`src/rtl/hsem_task_disp_pkg.sv`:
```
// hsem_task_disp shared types and defaults.
// Imported by the interface, the picker and the top.
`ifndef TASK_SWITCH_WIDTH
`define TASK_SWITCH_WIDTH 32
`endif
`ifndef AHB_DATA_WIDTH
`define AHB_DATA_WIDTH `TASK_SWITCH_WIDTH
`endif

package hsem_task_disp_pkg;

  localparam int TSW_DEF = `TASK_SWITCH_WIDTH;
  localparam int DW_DEF  = `AHB_DATA_WIDTH;
  localparam int TID_DEF = $clog2(TSW_DEF);
  localparam int TMO_DEF = 1024;

  typedef enum logic [1:0] {
    ST_IDLE  = 2'd0,
    ST_OFFER = 2'd1,
    ST_RUN   = 2'd2
  } state_e;

  // Round-robin scan origin: one past the last served id.
  function automatic int rr_next(input int last, input int w);
    return (last + 1) % w;
  endfunction

endpackage

```
`src/rtl/hsem_task_disp_if.sv`:
```
// hsem_task_disp bus bundle: task word, W1C path,
// core offer handshake and status bitmaps.
interface hsem_task_disp_if
  import hsem_task_disp_pkg::*;
#(
  parameter int TSW = TSW_DEF,
  parameter int TID = TID_DEF,
  parameter int DW  = DW_DEF
);

  logic [TSW-1:0] tsk_stat;
  logic           wr_en;
  logic           done_clr_en;
  logic           err_clr_en;
  logic [DW-1:0]  ihwdata;
  logic           core_req_vld;
  logic [TID-1:0] core_req_id;
  logic           core_req_rdy;
  logic           core_done;
  logic           busy;
  logic [TSW-1:0] pend_stat;
  logic [TSW-1:0] done_stat;
  logic [TSW-1:0] err_stat;

  modport master (
    output tsk_stat, wr_en, done_clr_en,
    output err_clr_en, ihwdata,
    output core_req_rdy, core_done,
    input  core_req_vld, core_req_id, busy,
    input  pend_stat, done_stat, err_stat
  );

  modport slave (
    input  tsk_stat, wr_en, done_clr_en,
    input  err_clr_en, ihwdata,
    input  core_req_rdy, core_done,
    output core_req_vld, core_req_id, busy,
    output pend_stat, done_stat, err_stat
  );

endinterface

```
`src/rtl/hsem_rr_pick.sv`:
```
// Combinational round-robin first-set finder.
// Scans upward from i_start with wrap-around.
module hsem_rr_pick #(
  parameter int W   = 32,
  parameter int IDW = 5
) (
  input  logic [W-1:0]   i_req,
  input  logic [IDW-1:0] i_start,
  output logic           o_found,
  output logic [IDW-1:0] o_idx
);

  logic [IDW-1:0] w_k;

  // Walk offsets from far to near so the nearest hit wins.
  always_comb begin
    o_found = 1'b0;
    o_idx   = '0;
    w_k     = '0;
    for (int i = W - 1; i >= 0; i--) begin
      w_k = IDW'((int'(i_start) + i) % W);
      if (i_req[w_k]) begin
        o_found = 1'b1;
        o_idx   = w_k;
      end
    end
  end

endmodule

```
`src/rtl/hsem_task_disp.sv`:
```
// Semaphore task dispatcher: latches task rises,
// offers them round-robin, tracks done/timeout.
module hsem_task_disp
  import hsem_task_disp_pkg::*;
#(
  parameter int TASK_SWITCH_WIDTH = TSW_DEF,
  parameter int TASK_ID_WIDTH     = $clog2(TASK_SWITCH_WIDTH),
  parameter int AHB_DATA_WIDTH    = TASK_SWITCH_WIDTH,
  parameter int TIMEOUT_CYCLES    = TMO_DEF
) (
  input logic             hclk,
  input logic             hresetn,
  hsem_task_disp_if.slave bus
);

  localparam int W   = TASK_SWITCH_WIDTH;
  localparam int IDW = TASK_ID_WIDTH;
  localparam logic [15:0] TMAX =
    16'(TIMEOUT_CYCLES - 1);

  state_e         r_state;
  state_e         w_state_nxt;
  logic [W-1:0]   r_tsk_q;
  logic [W-1:0]   r_pend;
  logic [W-1:0]   r_done;
  logic [W-1:0]   r_err;
  logic [IDW-1:0] r_cur_id;
  logic [IDW-1:0] r_last_id;
  logic [15:0]    r_timer;

  logic [W-1:0]   w_rise;
  logic [W-1:0]   w_pend_clr;
  logic [W-1:0]   w_done_set;
  logic [W-1:0]   w_err_set;
  logic [W-1:0]   w_done_clr;
  logic [W-1:0]   w_err_clr;
  logic [W-1:0]   w_pend_nxt;
  logic [W-1:0]   w_done_nxt;
  logic [W-1:0]   w_err_nxt;
  logic [IDW-1:0] w_cur_nxt;
  logic [IDW-1:0] w_last_nxt;
  logic [15:0]    w_timer_nxt;
  logic [IDW-1:0] w_start;
  logic           w_pick_vld;
  logic [IDW-1:0] w_pick_id;

  assign w_rise  = bus.tsk_stat & ~r_tsk_q;
  assign w_start = IDW'(rr_next(int'(r_last_id), W));

  hsem_rr_pick #(
    .W   (W),
    .IDW (IDW)
  ) u_pick (
    .i_req   (r_pend),
    .i_start (w_start),
    .o_found (w_pick_vld),
    .o_idx   (w_pick_id)
  );

  // Next-state and bitmap update decode.
  always_comb begin
    w_state_nxt = r_state;
    w_cur_nxt   = r_cur_id;
    w_last_nxt  = r_last_id;
    w_timer_nxt = r_timer;
    w_pend_clr  = '0;
    w_done_set  = '0;
    w_err_set   = '0;
    unique case (r_state)
      ST_IDLE: begin
        if (w_pick_vld) begin
          w_cur_nxt   = w_pick_id;
          w_state_nxt = ST_OFFER;
        end
      end
      ST_OFFER: begin
        if (bus.core_req_rdy) begin
          w_pend_clr[r_cur_id] = 1'b1;
          w_last_nxt  = r_cur_id;
          w_timer_nxt = '0;
          w_state_nxt = ST_RUN;
        end
      end
      ST_RUN: begin
        w_timer_nxt = r_timer + 16'd1;
        if (bus.core_done) begin
          w_done_set[r_cur_id] = 1'b1;
          w_state_nxt = ST_IDLE;
        end else if (r_timer == TMAX) begin
          w_err_set[r_cur_id] = 1'b1;
          w_state_nxt = ST_IDLE;
        end
      end
      default: w_state_nxt = ST_IDLE;
    endcase
    w_done_clr = (bus.wr_en && bus.done_clr_en)
               ? bus.ihwdata : '0;
    w_err_clr  = (bus.wr_en && bus.err_clr_en)
               ? bus.ihwdata : '0;
    // Sets are ORed last so they beat clears.
    w_pend_nxt = (r_pend & ~w_pend_clr) | w_rise;
    w_done_nxt = (r_done & ~w_done_clr) | w_done_set;
    w_err_nxt  = (r_err & ~w_err_clr) | w_err_set;
  end

  // State and bitmap registers.
  always_ff @(posedge hclk or negedge hresetn) begin
    if (!hresetn) begin
      r_state   <= ST_IDLE;
      r_tsk_q   <= '0;
      r_pend    <= '0;
      r_done    <= '0;
      r_err     <= '0;
      r_cur_id  <= '0;
      r_last_id <= IDW'(W - 1);
      r_timer   <= '0;
    end else begin
      r_state   <= w_state_nxt;
      r_tsk_q   <= bus.tsk_stat;
      r_pend    <= w_pend_nxt;
      r_done    <= w_done_nxt;
      r_err     <= w_err_nxt;
      r_cur_id  <= w_cur_nxt;
      r_last_id <= w_last_nxt;
      r_timer   <= w_timer_nxt;
    end
  end

  assign bus.core_req_vld = (r_state == ST_OFFER);
  assign bus.core_req_id  = r_cur_id;
  assign bus.busy         = (r_state != ST_IDLE);
  assign bus.pend_stat    = r_pend;
  assign bus.done_stat    = r_done;
  assign bus.err_stat     = r_err;

endmodule
```
`src/flat_wrapper.sv`:
```
// flat-port wrapper written by rule: the top's interface ports become plain ports
module hsem_task_disp_flat import hsem_task_disp_pkg::*;
#(
  parameter int TASK_SWITCH_WIDTH = TSW_DEF,
  parameter int TASK_ID_WIDTH     = $clog2(TASK_SWITCH_WIDTH),
  parameter int AHB_DATA_WIDTH    = TASK_SWITCH_WIDTH,
  parameter int TIMEOUT_CYCLES    = TMO_DEF
)
  (hclk, hresetn, bus_tsk_stat, bus_wr_en, bus_done_clr_en, bus_err_clr_en, bus_ihwdata, bus_core_req_rdy, bus_core_done, bus_core_req_vld, bus_core_req_id, bus_busy, bus_pend_stat, bus_done_stat, bus_err_stat);
  hsem_task_disp_if bus_i ();
  input logic hclk;
  input logic hresetn;
  input wire logic [$bits(bus_i.tsk_stat)-1:0] bus_tsk_stat;
  input wire logic [$bits(bus_i.wr_en)-1:0] bus_wr_en;
  input wire logic [$bits(bus_i.done_clr_en)-1:0] bus_done_clr_en;
  input wire logic [$bits(bus_i.err_clr_en)-1:0] bus_err_clr_en;
  input wire logic [$bits(bus_i.ihwdata)-1:0] bus_ihwdata;
  input wire logic [$bits(bus_i.core_req_rdy)-1:0] bus_core_req_rdy;
  input wire logic [$bits(bus_i.core_done)-1:0] bus_core_done;
  output wire logic [$bits(bus_i.core_req_vld)-1:0] bus_core_req_vld;
  output wire logic [$bits(bus_i.core_req_id)-1:0] bus_core_req_id;
  output wire logic [$bits(bus_i.busy)-1:0] bus_busy;
  output wire logic [$bits(bus_i.pend_stat)-1:0] bus_pend_stat;
  output wire logic [$bits(bus_i.done_stat)-1:0] bus_done_stat;
  output wire logic [$bits(bus_i.err_stat)-1:0] bus_err_stat;
  assign bus_i.tsk_stat = bus_tsk_stat;
  assign bus_i.wr_en = bus_wr_en;
  assign bus_i.done_clr_en = bus_done_clr_en;
  assign bus_i.err_clr_en = bus_err_clr_en;
  assign bus_i.ihwdata = bus_ihwdata;
  assign bus_i.core_req_rdy = bus_core_req_rdy;
  assign bus_i.core_done = bus_core_done;
  assign bus_core_req_vld = bus_i.core_req_vld;
  assign bus_core_req_id = bus_i.core_req_id;
  assign bus_busy = bus_i.busy;
  assign bus_pend_stat = bus_i.pend_stat;
  assign bus_done_stat = bus_i.done_stat;
  assign bus_err_stat = bus_i.err_stat;
  hsem_task_disp #(.TASK_SWITCH_WIDTH(TASK_SWITCH_WIDTH), .TASK_ID_WIDTH(TASK_ID_WIDTH), .AHB_DATA_WIDTH(AHB_DATA_WIDTH), .TIMEOUT_CYCLES(TIMEOUT_CYCLES)) u_core (.hclk(hclk), .hresetn(hresetn), .bus(bus_i));
endmodule
```
`config.mk`:
```
export PLATFORM = sky130hd
export DESIGN_NAME = hsem_task_disp_flat
export DESIGN_NICKNAME = d
export VERILOG_FILES = /design/src/rtl/hsem_task_disp_pkg.sv /design/src/rtl/hsem_task_disp_if.sv /design/src/rtl/hsem_rr_pick.sv /design/src/rtl/hsem_task_disp.sv /design/src/flat_wrapper.sv
export SDC_FILE = /design/constraint.sdc
export NUM_CORES = 1
export LEC_CHECK = 0
export ABC_CLOCK_PERIOD_IN_PS = 14950
export CAP_MARGIN = 10
export CORE_MARGIN = 2
export CORE_UTILIZATION = 31
export DETAILED_ROUTE_END_ITERATION = 16
export SKIP_CTS_REPAIR_TIMING = 1
export SLEW_MARGIN = 20
export SYNTH_ARGS = -nofsm -noshare
export SYNTH_HDL_FRONTEND = slang
export SYNTH_HIERARCHICAL = 1
export SYNTH_SLANG_ARGS = --single-unit
```
`constraint.sdc`:
```
create_clock -name hclk -period 14.95 [get_ports hclk]
set_input_delay 1.495 -clock hclk [delete_from_list [all_inputs] [get_ports hclk]]
set_output_delay 1.495 -clock hclk [all_outputs]
set_load 0.005 [all_outputs]
```
==> reports/qor.tcl <==
set qor(status) {complete, no violations}
set qor(power.switching_fraction_pct) 53.5
set qor(number_of_nets_at_the_end_of_the_flow) 1510
set qor(min_period_over_period_pct) 38.4
set qor(critical-path-top-cell-by-count) {sky130_fd_sc_hd__nor2_1}
set qor(yosys_warnings) 6
set qor(core_area_sq_mm) 0.0385
set qor(hold_crit_class) {flip-flop to flip-flop}
set qor(fin_cells) 1955
set qor(fp.dieArea_sq_mm) 0.0403
set qor(first_global_vias) 10900
set qor(clock_tree.root_cell) {sky130_fd_sc_hd__clkbuf_16}
set qor(antenna_cells) 0
set qor(gpl.final_weighted_congestion) 1.01
set qor(yosysSeqAreaShare_pct) 32.5
set qor(rows) 72
set qor(final_cell_area_sq_mm) 0.0147
set qor(worst_ir_drop_vdd_v) 0.000145
set qor(detail_route.wl_per_cell_microns) 22.4
set qor(globalRoute.totalOverflow) 0
set qor(initialDrtViolationCount) 959
set qor(fmax_mhz) 174
set qor(worst-endpoint-required_ns) 15.27
set qor(grt_setup_unrepaired) {false}
set qor(cp_cell_sequence) {ha_2 > xor2_4 > buf_4 > inv_2 > ha_1 > mux4_2 > nor2_1 > a211oi_1 > a21oi_2 > nand3_1 > nor4_1 > nand4_1 > inv_1 > nor2_1 > mux2_2}
set qor(routed_wirelength_microns) 43700
set qor(synth.net_count) 1375
set qor(power_frac_comb_pct) 72.5
set qor(overall_fraction_of_global_route_tracks_in_use_pct) 21.5
set qor(dominantRegCellSynth) {sky130_fd_sc_hd__dfrtp_1}
set qor(leakage_uw) 0.00554
set qor(floorplan.io_pins) 174
set qor(post_route_skew_ns) 0.00711
set qor(synth-async-reset-ratio_pct) 100
set qor(final_util_pct) 38.3
set qor(finalSetupViolCount) 0
set qor(worstPathMaxFanout) 34
set qor(worst_setup_hold_path_clk_slew_ns) 0.07
set qor(detail_route.vias_per_cell) 5.70
set qor(critical_path.endpoint_type) {flip-flop}
set qor(area_delta_synth_final_pct) 22.5
set qor(critical_path.startpoint_type) {flip-flop}
set qor(number_of_register_bits_inferred_by_synthesis) 156
set qor(tightestPinTransition_ns) 1.13
set qor(place.port_buffers) 173
set qor(die_h_microns) 201
set qor(netlist_instances) 1289
set qor(chipWidth_microns) 201
set qor(worst_skew_pair.late_latency_ns) 0.43
set qor(final_hold_viol_count) 0
set qor(grt_antenna_before_repair) 0
set qor(drt_pre_antenna_iters) 8
set qor(power_density_mw_per_mm2) 242
set qor(detail_route.drc_violations) 0
set qor(layout.cells.most_common) {sky130_fd_sc_hd__nand2_1}
set qor(criticalPathCategory) {flip-flop to flip-flop}
set qor(cellInternalPower_uw) 1650
set qor(dp_hpwl_microns) 32700
set qor(clock_tree_from_tritoncts) {built}
set qor(via_count) 11200
set qor(floorplan.initialDensity_pct) 31.2
set qor(power_share_of_the_clock_group_pct) 12.6
set qor(synth_area_sq_mm) 0.0120
set qor(grt_start_max_net_pins) 103
set qor(maxcap_violations) 0
set qor(ant_nets) 0
set qor(synth_area_per_cell_sq_um) 9.32
set qor(critical-path-max-stage-delay_ns) 0.97
set qor(critPathSlowestCell) {sky130_fd_sc_hd__ha_1}
set qor(cts_buffer_depth) 2
set qor(synthTopCellsByArea) {sky130_fd_sc_hd__dfrtp_1 31%, sky130_fd_sc_hd__mux4_2 11%, sky130_fd_sc_hd__nand2_1 7.8%}
set qor(first_pass_grt_wire_length_microns) 67300
set qor(htreeDepth) 4
set qor(path_buf_inv) 3
set qor(post-synth-top-area-fraction_pct) 31.4
set qor(cts_num_sinks) 156
set qor(post_route_cells_drive_above_1_share_pct) 15.4
set qor(setup_total_negative_slack_ns) 0
set qor(synth.lib_cells_used.distinct) 104
set qor(path_delay_family) {adder cells}
set qor(relative_slew_slack_pct) 24.2
set qor(timing_max_transition_violations_final) 0
set qor(fin_crit_ns) 5.74
set qor(final.fill_count) 3880
set qor(final_cell_mix) {249 x sky130_fd_sc_hd__nand2_1, 172 x sky130_fd_sc_hd__clkdlybuf4s50_1, 151 x sky130_fd_sc_hd__dfrtp_1}
set qor(placed_cells) 1923
set qor(yosys.area.top_type) {sky130_fd_sc_hd__dfrtp_1}
set qor(synth-edff-count) 0
set qor(sequentialPowerShare_pct) 14.9
set qor(cts_buffers) 17
set qor(placedInstanceArea_sq_mm) 0.0141
set qor(cp_data_arrival_time_ns) 6.06
set qor(p_sw_uw) 1900
path summary, 6_finish.rpt:
path	start	end	slack, ns	cells after the start
max	u_core/r_last_id[0]	u_core/bus.core_req_id[1]	9.21	15
min	u_core/r_tsk_q[13]	u_core/bus.pend_stat[13]	0.41	1
max reg2reg	u_core/r_last_id[0]	u_core/bus.core_req_id[1]	9.21	15
min reg2reg	u_core/r_tsk_q[13]	u_core/bus.pend_stat[13]	0.41	1
max in group asynchronous	hresetn	u_core/bus.pend_stat[20]	12.50	2
min in group asynchronous	hresetn	u_core/bus.err_stat[0]	1.19	1
power by group through the flow:
stage                     clock network, uW  logic [uW]  registers [uW]
after detailed placement                  0        2510             535
after global routing                    475        2740             534
after floorplan                           0        1860             504
after global placement                    0        2520             534
final                                   448        2580             528
after CTS                               455        2520             528
cell families after synthesis:
family | after synthesis | synth area share, %
XOR/XNOR | 34 | 3.17
multiplexers | 166 | 21.5
buffers and inverters | 134 | 5.50
adder cells (fa/ha/maj) | 15 | 1.56
flip-flops | 156 | 32.5
AO/OA/AOI/OAI | 353 | 19.2
AND/OR/NAND/NOR | 431 | 16.4
cell usage after synthesis (8+ instances only):
master                      number
sky130_fd_sc_hd__o211ai_1        9
sky130_fd_sc_hd__dfrtp_1       151
sky130_fd_sc_hd__mux2_2         29
sky130_fd_sc_hd__o21ai_2        25
sky130_fd_sc_hd__clkbuf_1       37
sky130_fd_sc_hd__o31ai_1         8
sky130_fd_sc_hd__o22ai_1         8
sky130_fd_sc_hd__o21ai_0       142
sky130_fd_sc_hd__xnor2_1        23
sky130_fd_sc_hd__nor3_1         14
sky130_fd_sc_hd__buf_2          11
sky130_fd_sc_hd__a21oi_1        51
sky130_fd_sc_hd__o221ai_1        8
sky130_fd_sc_hd__and2_1         14
sky130_fd_sc_hd__o21ai_1        12
sky130_fd_sc_hd__buf_6           9
sky130_fd_sc_hd__inv_1          56
sky130_fd_sc_hd__mux2i_1        60
sky130_fd_sc_hd__nor2_1         52
sky130_fd_sc_hd__nor2b_1        10
sky130_fd_sc_hd__nand3_1        25
sky130_fd_sc_hd__nand2b_1       11
sky130_fd_sc_hd__o2111ai_1       9
sky130_fd_sc_hd__nand2_1       249
sky130_fd_sc_hd__ha_1           15
sky130_fd_sc_hd__mux4_2         57
sky130_fd_sc_hd__mux4_1          8
sky130_fd_sc_hd__a31oi_1         8
per-stage QoR:
| stage | power (uW) | worst slack, ns | hold slack (ns) |
|---|---|---|---|
| floorplan | 2360 | 10.26 | 0.400 |
| detailed placement | 3040 | 9.27 | 0.410 |
| CTS | 3500 | 9.25 | 0.415 |
| finish | 3560 | 9.21 | 0.410 |
| global route | 3750 | 8.97 | 0.424 |
| global placement | 3060 | 9.32 | 0.403 |
layer usage:
metal,vias to the layer above,global-route usage (%),wire length [microns]
met4,0,8.36,1610
met5,-,0,0
met1,5512,28.2,18100
met2,581,33.6,20000
met3,85,6.07,4100
li1,4974,-,-
cell type report:
cell class              count  area, sq um  share of cell area, %
clock inverters            14          161                   1.10
inverters                  63          236                   1.61
repair buffers            187         1840                   12.5
flip-flops and latches    156         3910                   26.6
clock buffers              18          439                   2.98
well taps                 518          648                   4.40
multi-input cells         999         7490                   50.9
state kept, by name, indices dropped and copies added, names as in the netlist:
register / flops
u_core/bus.core_req_id: 5
u_core/bus.done_stat: 32
u_core/bus.err_stat: 32
u_core/bus.pend_stat: 32
u_core/r_last_id: 5
u_core/r_state: 2
u_core/r_timer: 16
u_core/r_tsk_q: 32
No activity file was read; power rests on OpenSTA's default activity.
